<file path="config.mk">
export PLATFORM = sky130hd
export DESIGN_NAME = scratch_pad_mover
export DESIGN_NICKNAME = d
export VERILOG_FILES = /design/src/rtl/scratch_pad_mover.sv
export SDC_FILE = /design/constraint.sdc
export NUM_CORES = 1
export LEC_CHECK = 0
export CORE_UTILIZATION = 35
export DETAILED_ROUTE_END_ITERATION = 10
export SETUP_SLACK_MARGIN = 0.15
export SYNTH_ARGS = -nofsm -noshare
export SYNTH_HDL_FRONTEND = slang
export SYNTH_SLANG_ARGS = --single-unit
</file>
<file path="constraint.sdc">
create_clock -name clk -period 4.3 [get_ports clk]
set_input_delay 0.43 -clock clk [delete_from_list [all_inputs] [get_ports clk]]
set_output_delay 0.43 -clock clk [all_outputs]
set_load 0.02 [all_outputs]
</file>
<file path="src/rtl/scratch_pad_mover.sv">
// Scratch-pad copy engine: streams reads from a source region into a small
// return FIFO and writes them back out to a destination region.
module scratch_pad_mover #(
  parameter int WIDTH      = 16,
  parameter int ADDR_WIDTH = 8,
  parameter int BUF_DEPTH  = 8,
  parameter int LEN_WIDTH  = ADDR_WIDTH + 1
) (
  input  logic                  clk,
  input  logic                  rst,
  input  logic                  cmd_valid,
  output logic                  cmd_ready,
  input  logic [ADDR_WIDTH-1:0] cmd_src,
  input  logic [ADDR_WIDTH-1:0] cmd_dst,
  input  logic [LEN_WIDTH-1:0]  cmd_len,
  output logic                  done,
  output logic                  sp_rd_en,
  output logic                  sp_wr_en,
  output logic [ADDR_WIDTH-1:0] sp_addr,
  output logic [WIDTH-1:0]      sp_d,
  input  logic                  sp_full,
  input  logic [WIDTH-1:0]      sp_q,
  input  logic                  sp_valid,
  output logic                  sp_stall
);

  localparam int PTR_W = (BUF_DEPTH > 1) ? $clog2(BUF_DEPTH) : 1;
  localparam int CNT_W = PTR_W + 1;

  typedef enum logic [1:0] {
    S_IDLE = 2'd0,
    S_RUN  = 2'd1,
    S_DONE = 2'd2
  } state_t;

  state_t                state_q, state_d;
  logic [ADDR_WIDTH-1:0] src_ptr_q, src_ptr_d;
  logic [ADDR_WIDTH-1:0] dst_ptr_q, dst_ptr_d;
  logic [LEN_WIDTH-1:0]  rd_left_q, rd_left_d;
  logic [LEN_WIDTH-1:0]  wr_left_q, wr_left_d;
  logic [CNT_W-1:0]      inflight_q, inflight_d;
  logic [CNT_W-1:0]      fcount_q, fcount_d;
  logic [PTR_W-1:0]      head_q, head_d;
  logic [PTR_W-1:0]      tail_q, tail_d;
  logic [WIDTH-1:0]      fifo_mem_q [BUF_DEPTH];

  logic             run;
  logic             wr_go;
  logic             rd_go;
  logic             push;
  logic [CNT_W:0]   credit_used;

  // Request selection: writes drain the FIFO first; reads only when a FIFO slot is reserved.
  always_comb begin
    run         = (state_q == S_RUN) && !rst;
    credit_used = {1'b0, inflight_q} + {1'b0, fcount_q};
    sp_stall    = !rst && (fcount_q == CNT_W'(BUF_DEPTH));
    wr_go       = run && !sp_full && (fcount_q != '0);
    rd_go       = run && !sp_full && !wr_go && (rd_left_q != '0) &&
                  (credit_used < (CNT_W + 1)'(BUF_DEPTH));
    push        = run && sp_valid && !sp_stall;
    sp_wr_en    = wr_go;
    sp_rd_en    = rd_go;
    sp_addr     = '0;
    sp_d        = '0;
    if (wr_go) begin
      sp_addr = dst_ptr_q;
      sp_d    = fifo_mem_q[head_q];
    end else if (rd_go) begin
      sp_addr = src_ptr_q;
    end
    cmd_ready = (state_q == S_IDLE) && !rst;
    done      = (state_q == S_DONE) && !rst;
  end

  always_comb begin
    state_d    = state_q;
    src_ptr_d  = src_ptr_q;
    dst_ptr_d  = dst_ptr_q;
    rd_left_d  = rd_left_q;
    wr_left_d  = wr_left_q;
    inflight_d = inflight_q + CNT_W'(rd_go) - CNT_W'(push);
    fcount_d   = fcount_q + CNT_W'(push) - CNT_W'(wr_go);
    head_d     = head_q + PTR_W'(wr_go);
    tail_d     = tail_q + PTR_W'(push);
    if (rd_go) begin
      src_ptr_d = src_ptr_q + 1'b1;
      rd_left_d = rd_left_q - 1'b1;
    end
    if (wr_go) begin
      dst_ptr_d = dst_ptr_q + 1'b1;
      wr_left_d = wr_left_q - 1'b1;
    end
    case (state_q)
      S_IDLE: begin
        if (cmd_valid) begin
          state_d   = S_RUN;
          src_ptr_d = cmd_src;
          dst_ptr_d = cmd_dst;
          rd_left_d = cmd_len;
          wr_left_d = cmd_len;
        end
      end
      // Leave RUN on the edge that retires the final write so done follows it directly.
      S_RUN: begin
        if (wr_left_d == '0) state_d = S_DONE;
      end
      S_DONE:  state_d = S_IDLE;
      default: state_d = S_IDLE;
    endcase
  end

  always_ff @(posedge clk) begin
    if (rst) begin
      state_q    <= S_IDLE;
      src_ptr_q  <= '0;
      dst_ptr_q  <= '0;
      rd_left_q  <= '0;
      wr_left_q  <= '0;
      inflight_q <= '0;
      fcount_q   <= '0;
      head_q     <= '0;
      tail_q     <= '0;
    end else begin
      state_q    <= state_d;
      src_ptr_q  <= src_ptr_d;
      dst_ptr_q  <= dst_ptr_d;
      rd_left_q  <= rd_left_d;
      wr_left_q  <= wr_left_d;
      inflight_q <= inflight_d;
      fcount_q   <= fcount_d;
      head_q     <= head_d;
      tail_q     <= tail_d;
    end
  end

  always_ff @(posedge clk) begin
    if (push) fifo_mem_q[tail_q] <= sp_q;
  end

`ifndef SYNTHESIS
  always_ff @(posedge clk) begin
    if (!rst && sp_valid && (state_q != S_RUN))
      $warning("scratch_pad_mover: sp_valid outside a copy, return ignored");
  end
`endif

endmodule

</file>
# Word level (Yosys, flattened, before mapping)
# Memories as Yosys holds them, arrays and structs flattened. A register that Yosys moved wholly into a read port is not among the register bits.
# Cells that the tools add are included.
# Widths: inputs -> output; s select.
dict set report op_classes {
  addsub 11
  multipliers 0
  div_mod_pow 0
  n_lt_le_gt_ge 1
  eq_ne 5
  shifts 0
  mux 21
  bitwise 0
  reduce_logical 20
}
# op count
set op_table {}
lappend op_table {{$mux 8} 8}
lappend op_table {{$mux 9} 6}
lappend op_table {{$sub 9x1->9 const B} 2}
lappend op_table {{$add 8x1->8 const B} 2}
lappend op_table {{$mux 16} 1}
lappend op_table {{$logic_and 1x1->1} 11}
lappend op_table {{$logic_not 9->1} 1}
lappend op_table {{$reduce_bool 9->1} 1}
lappend op_table {{$add 4x1->4} 2}
lappend op_table {{$sub 4x1->4} 2}
lappend op_table {{$add 3x1->3} 2}
lappend op_table {{$add 4x4->5} 1}
lappend op_table {{$lt 5x4->1 const B} 1}
lappend op_table {{$eq 4x4->1 const B} 1}
lappend op_table {{$logic_not 1->1} 4}
lappend op_table {{$mux 2} 2}
lappend op_table {{$pmux 2 s2} 1}
lappend op_table {{$reduce_bool 4->1} 1}
lappend op_table {{$mux 3} 1}
lappend op_table {{$eq 2x1->1 const B} 1}
lappend op_table {{$eq 2x2->1 const B} 1}
lappend op_table {{$logic_not 2->1} 1}
lappend op_table {{$mux 1} 2}
lappend op_table {{$ne 2x1->1 const B} 1}
lappend op_table {{other kinds (2)} 2}
dict set report totals {
  regBits 50
  latch_bits 0
  ram_bits 128
  rom_bits 0
  inputBits 46
  output_inout_bits 29
  n_memories 1
}
# memory words word_bits rd rd_ports_with_merged_regs wr line_no
set memory_table {}
lappend memory_table {fifo_mem_q 8 16 1 1 1 45} ;# logic [WIDTH-1:0] fifo_mem_q [BUF_DEPTH];

# Depth between registers and ports, before layout
# Gate-level depths: netlist of the first run.
dict set report depth {
  depth_word 11
  mapped_depth 14
  depth_no_buf 12
}

# Least setup slack after synthesis of the first run
# OpenSTA, ideal clock, no wires.
dict set report synth_timing {
  path_kind {input port to flip-flop}
  from {in rst}
  to {mem fifo_mem_q[0][0], enable pin}
  setup_time_ns 0.430
  arrival_time_ns 2.488
  slack_ns 1.382
  stages 3
  cell_sequence {nor3b_1 nand3_1 nor4_1}
}
dict set report synth_between {
  elab_chain_len 6
  elab_cells_between_ends 8
  cone_classes {mux: 2; reduce/logical: 6}
}
# item line_no
set synth_lines {}
lappend synth_lines {{start: declaration} 10} ;# input logic rst,
lappend synth_lines {{$logic_not 1->1 *} {55, 57}}
lappend synth_lines {{$logic_and 1x1->1 (on tied branches)} {55, 57}}
lappend synth_lines {{$logic_and 1x1->1 / $logic_not 1->1 (equally long branches)} 61} ;# push = run && sp_valid && !sp_stall;
lappend synth_lines {{$logic_and 1x1->1 *} 61}
lappend synth_lines {{$mux 1 *} 138} ;# if (push) fifo_mem_q[tail_q] <= sp_q;
lappend synth_lines {{$mux 1 (implied by the code) *} 138}
lappend synth_lines {{end: declaration} 45}
# Mark *: on every way between the ends. The rest lies on a longest branch, timed or not.

# Worst setup path after layout of the first run
dict set report layout_timing {
  from {reg fcount_q[2]}
  to {out sp_addr[7]}
}
dict set report layout_between {
  elab_chain_len 8
  elab_cells_between_ends 10
  cone_classes {add/sub: 1; order compare: 1; mux: 2; reduce/logical: 6}
}
# item line_no
set layout_lines {}
lappend layout_lines {{start: declaration} 42} ;# logic [CNT_W-1:0] fcount_q, fcount_d;
lappend layout_lines {{start signal: assignment} 131} ;# fcount_q <= fcount_d;
lappend layout_lines {{branches (longest 7 deep; another with $add 4x4->5)} n/a}
lappend layout_lines {{$mux 8 *} 66} ;# if (wr_go) begin
lappend layout_lines {{end: declaration} 19} ;# output logic [ADDR_WIDTH-1:0] sp_addr,
# Mark *: on every way between the ends.

==> results of run 1 <==
==> metal layers <==
| layer | track usage [%] | share of wire [%] | wire length, microns |
|---|---|---|---|
| met1 | 20.36 | 46 | 7356 |
| met2 | 24.91 | 49 | 7942 |
| met3 | 3.171 | 3.5 | 569 |
| met4 | 5.606 | 1.3 | 215 |
| met5 | 0 | 0 | 0 |
==> power groups by stage <==
stage          logic [uW]  registers, uW  clock network (uW)
2_1_floorplan         336           1980                   0
3_3_place_gp          470           2010                   0
3_5_place_dp          485           2010                   0
4_1_cts               488           1970                1560
5_1_grt               545           1980                1620
6_report              487           1980                1520
==> logic make-up (layout without fill, tap and decap cells) <==
family          count (synthesis)  after routing  synth area share (%)
mux                            51             51                 11.93
simple gates                  150            150                 9.985
fa+ha+maj                      24             24                 4.125
flops                         178            178                 63.38
buf+inv                        43            139                 2.291
compound gates                 52             52                 4.387
xor+xnor                       34             34                 3.896
==> cells in the final DEF (no fill, tap or decap), types with 4 or more instances in the layout <==
cell type and instances:
and3_1 4, inv_1 17, mux4_2 32, nor2b_1 7, buf_4 15, nand4_1 8, mux2i_1 18, nand2_1 39
ha_1 22, nor3_1 5, and2_1 5, nor4_1 6, edfxtp_1 128, xnor2_1 17, inv_6 5, a22o_1 8
xor2_1 17, nand3_1 10, clkbuf_16 17, o21ai_0 29, nor3_2 4, nor2_1 41, dfxtp_1 49, clkdlybuf4s50_1 74
==> state kept, by name, indices dropped and copies added, names as in the netlist <==
register    flops
fifo_mem_q    128
wr_left_q       9
fcount_q        4
inflight_q      4
head_q          3
tail_q          3
state_q         2
dst_ptr_q       8
src_ptr_q       8
rd_left_q       9
==> critical path, cell delays in order, from the launching register on <==
cell and delay, ps:
dfxtp_1 330, inv_1 100, ha_1 160, or3b_1 450, nand2_1 120, clkinv_1 530, a22o_1 450, clkdlybuf4s50_1 540
==> per-stage QoR <==
step / power, uW / worst slack [ps] / hold slack, ps / std cells / util, %
floorplan: 2321 / 1382 / 470.0 / 532 / -
global placement: 2479 / 1097 / 481.2 / 871 / 41.29
detailed placement: 2497 / 974.3 / 517.6 / 871 / 41.29
CTS: 4018 / 731.9 / 530.7 / 903 / 44.04
global route: 4145 / 603.8 / 540.5 / 903 / 44.04
finish: 3986 / 750.0 / 527.2 / 903 / 44.04
==> worst max-delay path by stage <==
stage / to / start / slack, ps / cells past startpoint
floorplan: fifo_mem_q[0][0] / rst / 1380 / 3
global placement: inflight_q[2] / rst / 1100 / 12
detailed placement: inflight_q[2] / rst / 970 / 12
CTS: sp_addr[2] / fcount_q[2] / 730 / 7
global route: sp_addr[2] / fcount_q[2] / 600 / 7
finish: sp_addr[7] / fcount_q[2] / 750 / 7
==> area by class of cell <==
cell class / instances / area [sq um] / share of cell area (%)
flip-flops and latches: 178 / 4846 / 51.85
multi-input cells: 311 / 2650 / 28.35
repair buffers: 89 / 853.3 / 9.130
clock buffers: 17 / 425.4 / 4.552
well taps: 275 / 344.1 / 3.681
clock inverters: 15 / 160.2 / 1.714
inverters: 18 / 67.56 / 0.7229
==> flow_metrics.py, run 1 <==
metrics = {
    "detailed_routing": {
        "routed_via_density": 5.105,
        "drc_errors": 0,
        "initialDrtViolationCount": 300,
        "vias": 4610,
        "wl_per_cell_microns": 17.81,
        "drtPass1Iterations": 5,
        "antenna_left": 0,
        "wirelength_mm": 16.08,
    },
    "sta": {
        "final_hold_viol_count": 0,
        "min_period_over_period_pct": 82.56,
        "finalSetupTns_ps": 0,
        "relSlewSlack_pct": 31.49,
        "finalSetupViolations": 0,
        "max_freq_mhz": 281.7,
        "skew_ps": 6.845,
        "tightest_slew_ps": 1026,
        "finalCriticalPeriod_ps": 3550,
        "rsz0062_at_grt": "no",
        "drv_slew": 0,
    },
    "global_routing": {
        "grt_max_degree": 29,
        "grt_pass1_wl_mm": 25.63,
        "grt_overflow_total": 0,
        "grt_pass1_vias": 4696,
        "grt_antenna_before_repair": 0,
        "track_usage_pct": 15.38,
    },
    "synth": {
        "synth.avg_cell_area_sq_um": 14.37,
        "synth_ff_type": "edfxtp_1",
        "yosysSeqAreaShare_pct": 63.38,
        "synth_most_common_cell": "edfxtp_1",
        "synthArstFlopShare_pct": 0,
        "netlist.area_leader.share_pct": 50.29,
        "ys_types": 48,
        "synth.net_count": 602,
        "synth_commonest_cells": "edfxtp_1, dfxtp_1, nor2_1, nand2_1, mux4_2",
        "synth_edf_count": 128,
        "netlist_top_cells_area": "edfxtp_1, dfxtp_1, mux4_2, ha_1, mux2i_1",
        "yosys.area.top_type": "edfxtp_1",
        "synthCells": 532,
        "yosys_warnings": 0,
        "netlist_area_sq_mm": 0.007644,
        "ys_ff_latch": 178,
    },
    "job": {
        "cap_violations": 0,
    },
    "cts": {
        "cts-resized-gates": 0,
        "cts-root-buf": "clkbuf_16",
        "cts_sinks": 178,
        "path_clk_slew_ps": 70,
        "postCtsSetupBuffers": 0,
        "postCtsHoldBufs": 0,
        "cts_tree": "yes",
        "clockBufferDepth": 2,
        "htree_levels": 4,
        "clock_latency_ps": 430,
        "cts_made_buffers": 17,
    },
    "critical_path": {
        "reg2reg_slack_ps": 1110,
        "r2r_end": "fcount_q[2]",
        "crit_path_max_fanout": 20,
        "r2r-start": "fcount_q[2]",
        "critPathLaunchType": "flip-flop",
        "required_ps": 3870,
        "setup.worst_path.class": "reg -> out",
        "worstPathArrival_ps": 3120,
        "end_kind": "primary output",
        "r2r.worst_path.cells": 11,
    },
    "pwr": {
        "clockPowerShare_pct": 38.2,
        "combPwrFrac_pct": 12.2,
        "p_leak_uw": 0.003077,
        "vdd_ir_drop_max_mv": 0.2170,
        "swShare_pct": 25.86,
        "intPower_uw": 2955,
        "switching_power_uw": 1031,
        "cellPowerDensity_mw_per_mm2": 426.5,
        "power.share.sequential_pct": 49.6,
    },
    "finish": {
        "finalInstanceArea_sq_mm": 0.009346,
        "antenna_cells": 0,
        "drive_gt1_share_pct": 14.17,
        "area_growth_pct": 22.28,
        "fill_cells": 1873,
        "nNetsFinal": 685,
    },
    "floorplanning": {
        "die_y_microns": 149.8,
        "die_area_sq_mm": 0.02243,
        "num_rows": 53,
        "dieWidth_microns": 149.8,
        "io_pins": 75,
        "start_util_pct": 36.02,
        "design.core.area_sq_mm": 0.02122,
    },
    "status": {
        "status": "complete, no violations",
    },
    "placed_design": {
        "place_area_sq_mm": 0.008761,
        "port_buffers": 74,
        "place.gp.congestion": 0.7862,
        "dpl.hpwl_mm": 10.80,
    },
    "hold_path": {
        "hold_start": "head_q[2]",
        "min_path_type": "reg -> reg",
        "hold_end": "head_q[2]",
        "min_delay_path_depth": 2,
    },
}
No activity file was read; power rests on OpenSTA's default activity.
==> inputs of run 2 (changes only) <==
==> constraint.sdc (replaced) <==
create_clock -name clk -period 2.95 [get_ports clk]
set_input_delay 0.295 -clock clk [delete_from_list [all_inputs] [get_ports clk]]
set_output_delay 0.295 -clock clk [all_outputs]
set_load 0.02 [all_outputs]
==> run 2 against run 1 <==
Against the previous run:
- die area unchanged
- clock power rose by 45%
- sequential share of layout area decreased by 0.98 points
- final cell count is 2.2% higher
- count of clock-buffer cells in the layout is 1 higher
- worst hold slack lost 100 ps
- total power up 47%
- register-to-register slack worse by 740 ps
- global-route usage grew 0.27 points
- flip-flop and latch count unchanged
- sequential power up 45%
- critical path type unchanged
- critical endpoint is now sp_wr_en
==> flow_metrics.py, run 2 (synthesis gave the netlist of run 1 again) <==
metrics = {
    "status": {
        "status": "complete, no violations",
    },
    "cts": {
        "path_clk_slew_ps": 70,
        "clockBufferDepth": 2,
        "cts_tree": "yes",
        "cts-root-buf": "clkbuf_16",
        "cts_sinks": 178,
        "htree_levels": 4,
        "clock_latency_ps": 420,
        "postCtsHoldBufs": 0,
        "cts_made_buffers": 17,
    },
    "finish": {
        "largest_reg_flops": 128,
        "drive_gt1_share_pct": 18.36,
        "area_growth_pct": 24.64,
        "final_util_pct": 44.89,
        "ff_latch_area_sq_mm": 0.004846,
        "mostFrequentLayoutCells": "edfxtp_1, clkdlybuf4s50_1, dfxtp_1",
        "reg_top3": "fifo_mem_q: 128 flops, rd_left_q: 9 flops, wr_left_q: 9 flops",
        "multi_input_area_sq_mm": 0.002674,
        "nNetsFinal": 705,
        "antenna_cells": 0,
        "finalInstanceArea_sq_mm": 0.009527,
        "fill_cells": 1849,
        "largest-register": "fifo_mem_q",
        "final_common_cell": "edfxtp_1",
    },
    "global_routing": {
        "grt_use_met2_pct": 26.57,
        "use_met1_pct": 19.76,
        "track_usage_pct": 15.65,
        "grt_antenna_before_repair": 0,
        "grt_pass1_vias": 4703,
        "met3_usage_pct": 3.659,
        "grt_pass1_wl_mm": 25.93,
        "grt_overflow_total": 0,
        "grt-busiest-layer": "met2",
        "grt_max_degree": 34,
    },
    "sta": {
        "rsz0062_at_grt": "yes",
        "drv_slew": 0,
        "relSlewSlack_pct": 62.58,
        "whs_ps": 422.6,
        "min_period_over_period_pct": 92.72,
        "finalSetupViolations": 0,
        "tightest_slew_ps": 560.3,
        "finalCriticalPeriod_ps": 2735,
        "final_hold_viol_count": 0,
        "skew_ps": 8.322,
        "finalSetupTns_ps": 0,
        "max_freq_mhz": 365.6,
        "setup_slack_ps": 214.8,
    },
    "detailed_routing": {
        "routed_via_density": 5.013,
        "initialDrtViolationCount": 334,
        "vias": 4627,
        "wirelength_mm": 16.57,
        "antenna_left": 0,
        "wl_per_cell_microns": 17.95,
        "drtPass1Iterations": 4,
        "drc_errors": 0,
    },
    "pwr": {
        "intPower_uw": 4409,
        "cellPowerDensity_mw_per_mm2": 614.8,
        "combPwrFrac_pct": 13.1,
        "switching_power_uw": 1448,
        "p_leak_uw": 0.003231,
        "power.share.sequential_pct": 49.1,
        "swShare_pct": 24.72,
        "vdd_ir_drop_max_mv": 0.3638,
        "clockPowerShare_pct": 37.8,
    },
    "critical_path": {
        "critPathSlowestCell": "clkdlybuf4s50_1",
        "critPathLaunchType": "flip-flop",
        "setup.worst_path.class": "reg -> out",
        "worstPathArrival_ps": 2440,
        "required_ps": 2650,
        "crit_chain": "inv_1 > ha_1 > or3b_1 > nand2_1 > clkinv_2 > buf_4 > clkdlybuf4s50_1",
        "crit_path_max_fanout": 11,
        "crit_start": "fcount_q[2]",
        "reg2reg_slack_ps": 370,
        "r2r-start": "fcount_q[2]",
        "end_kind": "primary output",
        "r2r_end": "fcount_q[2]",
        "cpPeakStageDelay_ps": 530,
        "r2r.worst_path.cells": 11,
    },
    "floorplanning": {
        "io_pins": 75,
        "design.core.area_sq_mm": 0.02122,
        "dieWidth_microns": 149.8,
        "num_rows": 53,
        "die_y_microns": 149.8,
        "die_area_sq_mm": 0.02243,
        "start_util_pct": 36.02,
    },
    "placed_design": {
        "port_buffers": 74,
        "dpl.hpwl_mm": 11.26,
        "place_area_sq_mm": 0.008942,
        "place.gp.congestion": 0.8267,
        "pre_cts_ws_ps": 107.9,
    },
    "hold_path": {
        "hold_end": "dst_ptr_q[3]",
        "min_delay_path_depth": 3,
        "hold_start": "cmd_dst[3]",
        "min_path_type": "in -> reg",
    },
    "job": {
        "cap_violations": 0,
    },
}
run 2: cell count changes in the layout (fill, tap and decap cells not counted), moves of 3 or more:
cell / previous run / this run
clkinv_2: 0 / 4
clkdlybuf4s50_1: 74 / 64
clkbuf_2: 0 / 6
buf_12: 0 / 3
dlygate4sd2_1: 0 / 3
buf_4: 15 / 31
inv_6: 5 / 2
run 2: routing by layer:
metal  vias up  routed length [microns]
met2        86                     8505
met1      2321                     7286
li1       2200                        -
met5         -                        0
met4         0                      196
met3        20                      580
run 2: power by group through the flow:
stage / Combinational (uW) / Sequential (uW) / Clock (uW)
5_1_grt: 847 / 2890 / 2360
3_3_place_gp: 732 / 2920 / 0
4_1_cts: 771 / 2870 / 2260
6_report: 768 / 2880 / 2210
2_1_floorplan: 490 / 2890 / 0
3_5_place_dp: 756 / 2930 / 0
run 2: stage by stage:
stage,std cells,total power [uW]
2_1_floorplan,532,3384
3_3_place_gp,889,3650
3_5_place_dp,889,3683
4_1_cts,922,5903
5_1_grt,923,6091
6_report,923,5857
run 2: cell type report:
class | count | area share [%]
sequential | 178 | 50.87
multi-input combinational | 311 | 28.07
timing repair buffer | 109 | 10.61
clock buffer | 18 | 4.505
tap | 275 | 3.612
clock inverter | 14 | 1.615
inverter | 18 | 0.7224
run 2: worst max path at each step:
stage | slack [ps] | endpoint | cells after the start
5_1_grt | 60 | sp_d[14] | 7
3_5_place_dp | 110 | sp_addr[5] | 7
2_1_floorplan | 220 | fcount_q[2] | 13
4_1_cts | 180 | sp_d[15] | 5
3_3_place_gp | 200 | sp_addr[4] | 8
6_report | 210 | sp_wr_en | 7
run 2: repair_timing:
action,4_1_cts,5_1_grt
gates resized for setup,15,14
pin swaps,1,1
endpoints found under the hold margin,0,0
setup endpoints to repair,12,24
buffers inserted,1,1
run 2: worst max-delay path: cells and delay by family (launching register included):
family                     cells  cell delay [ps]
buffers and inverters          4             1010
and+or+nand+nor                2              520
DFF                            1              320
adders and majority gates      1              170
==> inputs of run 3 (changes only) <==
--- a/config.mk
+++ b/config.mk
@@ -7,6 +7,7 @@
 export LEC_CHECK = 0
 export CORE_UTILIZATION = 35
 export DETAILED_ROUTE_END_ITERATION = 10
+export DONT_BUFFER_PORTS = 1
 export SETUP_SLACK_MARGIN = 0.15
 export SYNTH_ARGS = -nofsm -noshare
 export SYNTH_HDL_FRONTEND = slang
==> run 3 against run 2 <==
Against the previous run:
- register-to-register slack improved by 160 ps
- critical endpoint is now sp_addr[0]
- non-clock buffer count is 56 lower
- critical path depth is 1 higher
- sequential power is essentially flat
- cell area is 5.6% lower
- maximum frequency increased by 3.2%
==> flow_metrics.py, run 3 (synthesis gave the netlist of run 1 again) <==
metrics = {
    "finish": {
        "multi_input_area_sq_mm": 0.002669,
        "area_growth_pct": 17.60,
        "largest-register": "fifo_mem_q",
        "drive_gt1_share_pct": 16.24,
        "final_util_pct": 42.36,
        "mostFrequentLayoutCells": "edfxtp_1, dfxtp_1, nor2_1",
        "fill_cells": 1896,
        "final_common_cell": "edfxtp_1",
        "fin_cells": 867,
        "nNetsFinal": 649,
        "ff_latch_area_sq_mm": 0.004846,
        "largest_reg_flops": 128,
        "reg_top3": "fifo_mem_q: 128 flops, rd_left_q: 9 flops, wr_left_q: 9 flops",
    },
    "critical_path": {
        "cp_common_cell": "ha_1",
        "required_ps": 2650,
        "cpPeakStageDelay_ps": 340,
        "critPathLaunchType": "flip-flop",
        "worstPathArrival_ps": 2360,
        "crit_chain": "ha_1 > a2111oi_2 > nand3_1 > nor2_2 > buf_6 > ha_1 > nand2_1 > nand2_2",
        "r2r-start": "fcount_q[2]",
        "crit_family": "simple AND/OR/NAND/NOR gates",
        "crit_path_max_fanout": 14,
        "crit_start": "inflight_q[2]",
        "setup.worst_path.class": "reg -> out",
        "critPathSlowestCell": "dfxtp_1",
        "end_kind": "primary output",
        "crit_buf_inv": 1,
    },
    "cts": {
        "path_clk_slew_ps": 70,
        "cts-root-buf": "clkbuf_16",
        "clock_latency_ps": 420,
        "cts_sinks": 178,
        "cts_tree": "yes",
        "clockBufferDepth": 2,
        "cts_made_buffers": 17,
        "htree_levels": 4,
    },
    "hold_path": {
        "min_path_type": "in -> reg",
        "hold_start": "cmd_src[6]",
    },
    "floorplanning": {
        "die_y_microns": 149.8,
        "io_pins": 75,
        "start_util_pct": 36.02,
        "design.core.area_sq_mm": 0.02122,
        "die_area_sq_mm": 0.02243,
        "dieWidth_microns": 149.8,
        "num_rows": 53,
    },
    "sta": {
        "min_period_over_period_pct": 89.86,
        "skew_ps": 7.123,
        "finalSetupViolations": 0,
        "relSlewSlack_pct": 38.14,
        "tightest_slew_ps": 927.9,
        "max_freq_mhz": 377.2,
        "finalSetupTns_ps": 0,
        "whs_ps": 31.66,
        "rsz0062_at_grt": "no",
        "finalCriticalPeriod_ps": 2651,
        "final_hold_viol_count": 0,
        "drv_slew": 0,
    },
    "placed_design": {
        "dpl.hpwl_mm": 10.49,
        "place_inst": 802,
        "port_buffers": 0,
        "place.gp.congestion": 0.8117,
    },
    "global_routing": {
        "grt_overflow_total": 0,
        "track_usage_pct": 15.18,
        "grt_pass1_wl_mm": 25.03,
        "met3_usage_pct": 3.384,
        "grt_use_met2_pct": 25.19,
        "grt-busiest-layer": "met2",
        "grt_pass1_vias": 4576,
        "use_met1_pct": 18.72,
        "grt_max_degree": 29,
        "grt_antenna_before_repair": 1,
    },
    "detailed_routing": {
        "routed_via_density": 5.245,
        "antenna_left": 0,
        "wirelength_mm": 16.03,
        "initialDrtViolationCount": 281,
        "wl_per_cell_microns": 18.49,
        "drtPass1Iterations": 5,
        "drc_errors": 0,
        "vias": 4547,
    },
    "pwr": {
        "vdd_ir_drop_max_mv": 0.3967,
        "power_uw": 5774,
        "cellPowerDensity_mw_per_mm2": 642.4,
        "p_leak_uw": 0.002963,
    },
    "status": {
        "status": "complete, no violations",
    },
    "job": {
        "cap_violations": 0,
    },
}
==> run 3: power breakdown <==
| group | internal, uW | total [uW] | switching [uW] |
|---|---|---|---|
| Clock | 1260 | 2210 | 953 |
| Combinational | 309 | 691 | 382 |
| Sequential | 2770 | 2870 | 96.6 |
| Total | 4340 | 5770 | 1430 |
==> run 3: through the flow <==
step                worst slack (ps)  instance area (sq um)
floorplan                      220.1                   7650
global placement               544.4                   8066
detailed placement             517.9                   8066
CTS                            209.1                   8976
global route                   157.9                   8989
finish                         299.1                   8989
==> run 3: path summary, 6_finish.rpt <==
kind	end	cells past startpoint	slack (ps)
worst max-delay path	sp_addr[0]	8	300
worst min-delay path	src_ptr_q[6]	2	30
worst max register to register	fcount_q[2]	11	530
worst min register to register	rd_left_q[8]	1	550
==> run 3: final cells by class <==
cell class,count,area share [%]
sequential,178,53.91
antenna,1,0.02784
timing repair buffer,53,5.359
tap,275,3.828
clock inverter,13,1.656
clock buffer,18,4.775
inverter,18,0.7517
multi-input combinational,311,29.69
==> run 3: timing repair <==
action,4_1_cts,5_1_grt
pin swaps,0,1
setup buffers,0,1
endpoints found under the hold margin,162,0
endpoints found under the setup margin,2,1
gates resized for setup,3,1
hold buffers,32,0
==> run 3: metal layers <==
metal / part of all wire (%) / routed length, microns
met1: 44 / 7008
met2: 50 / 7990
met3: 3.8 / 603
met4: 2.7 / 426
met5: 0 / 0
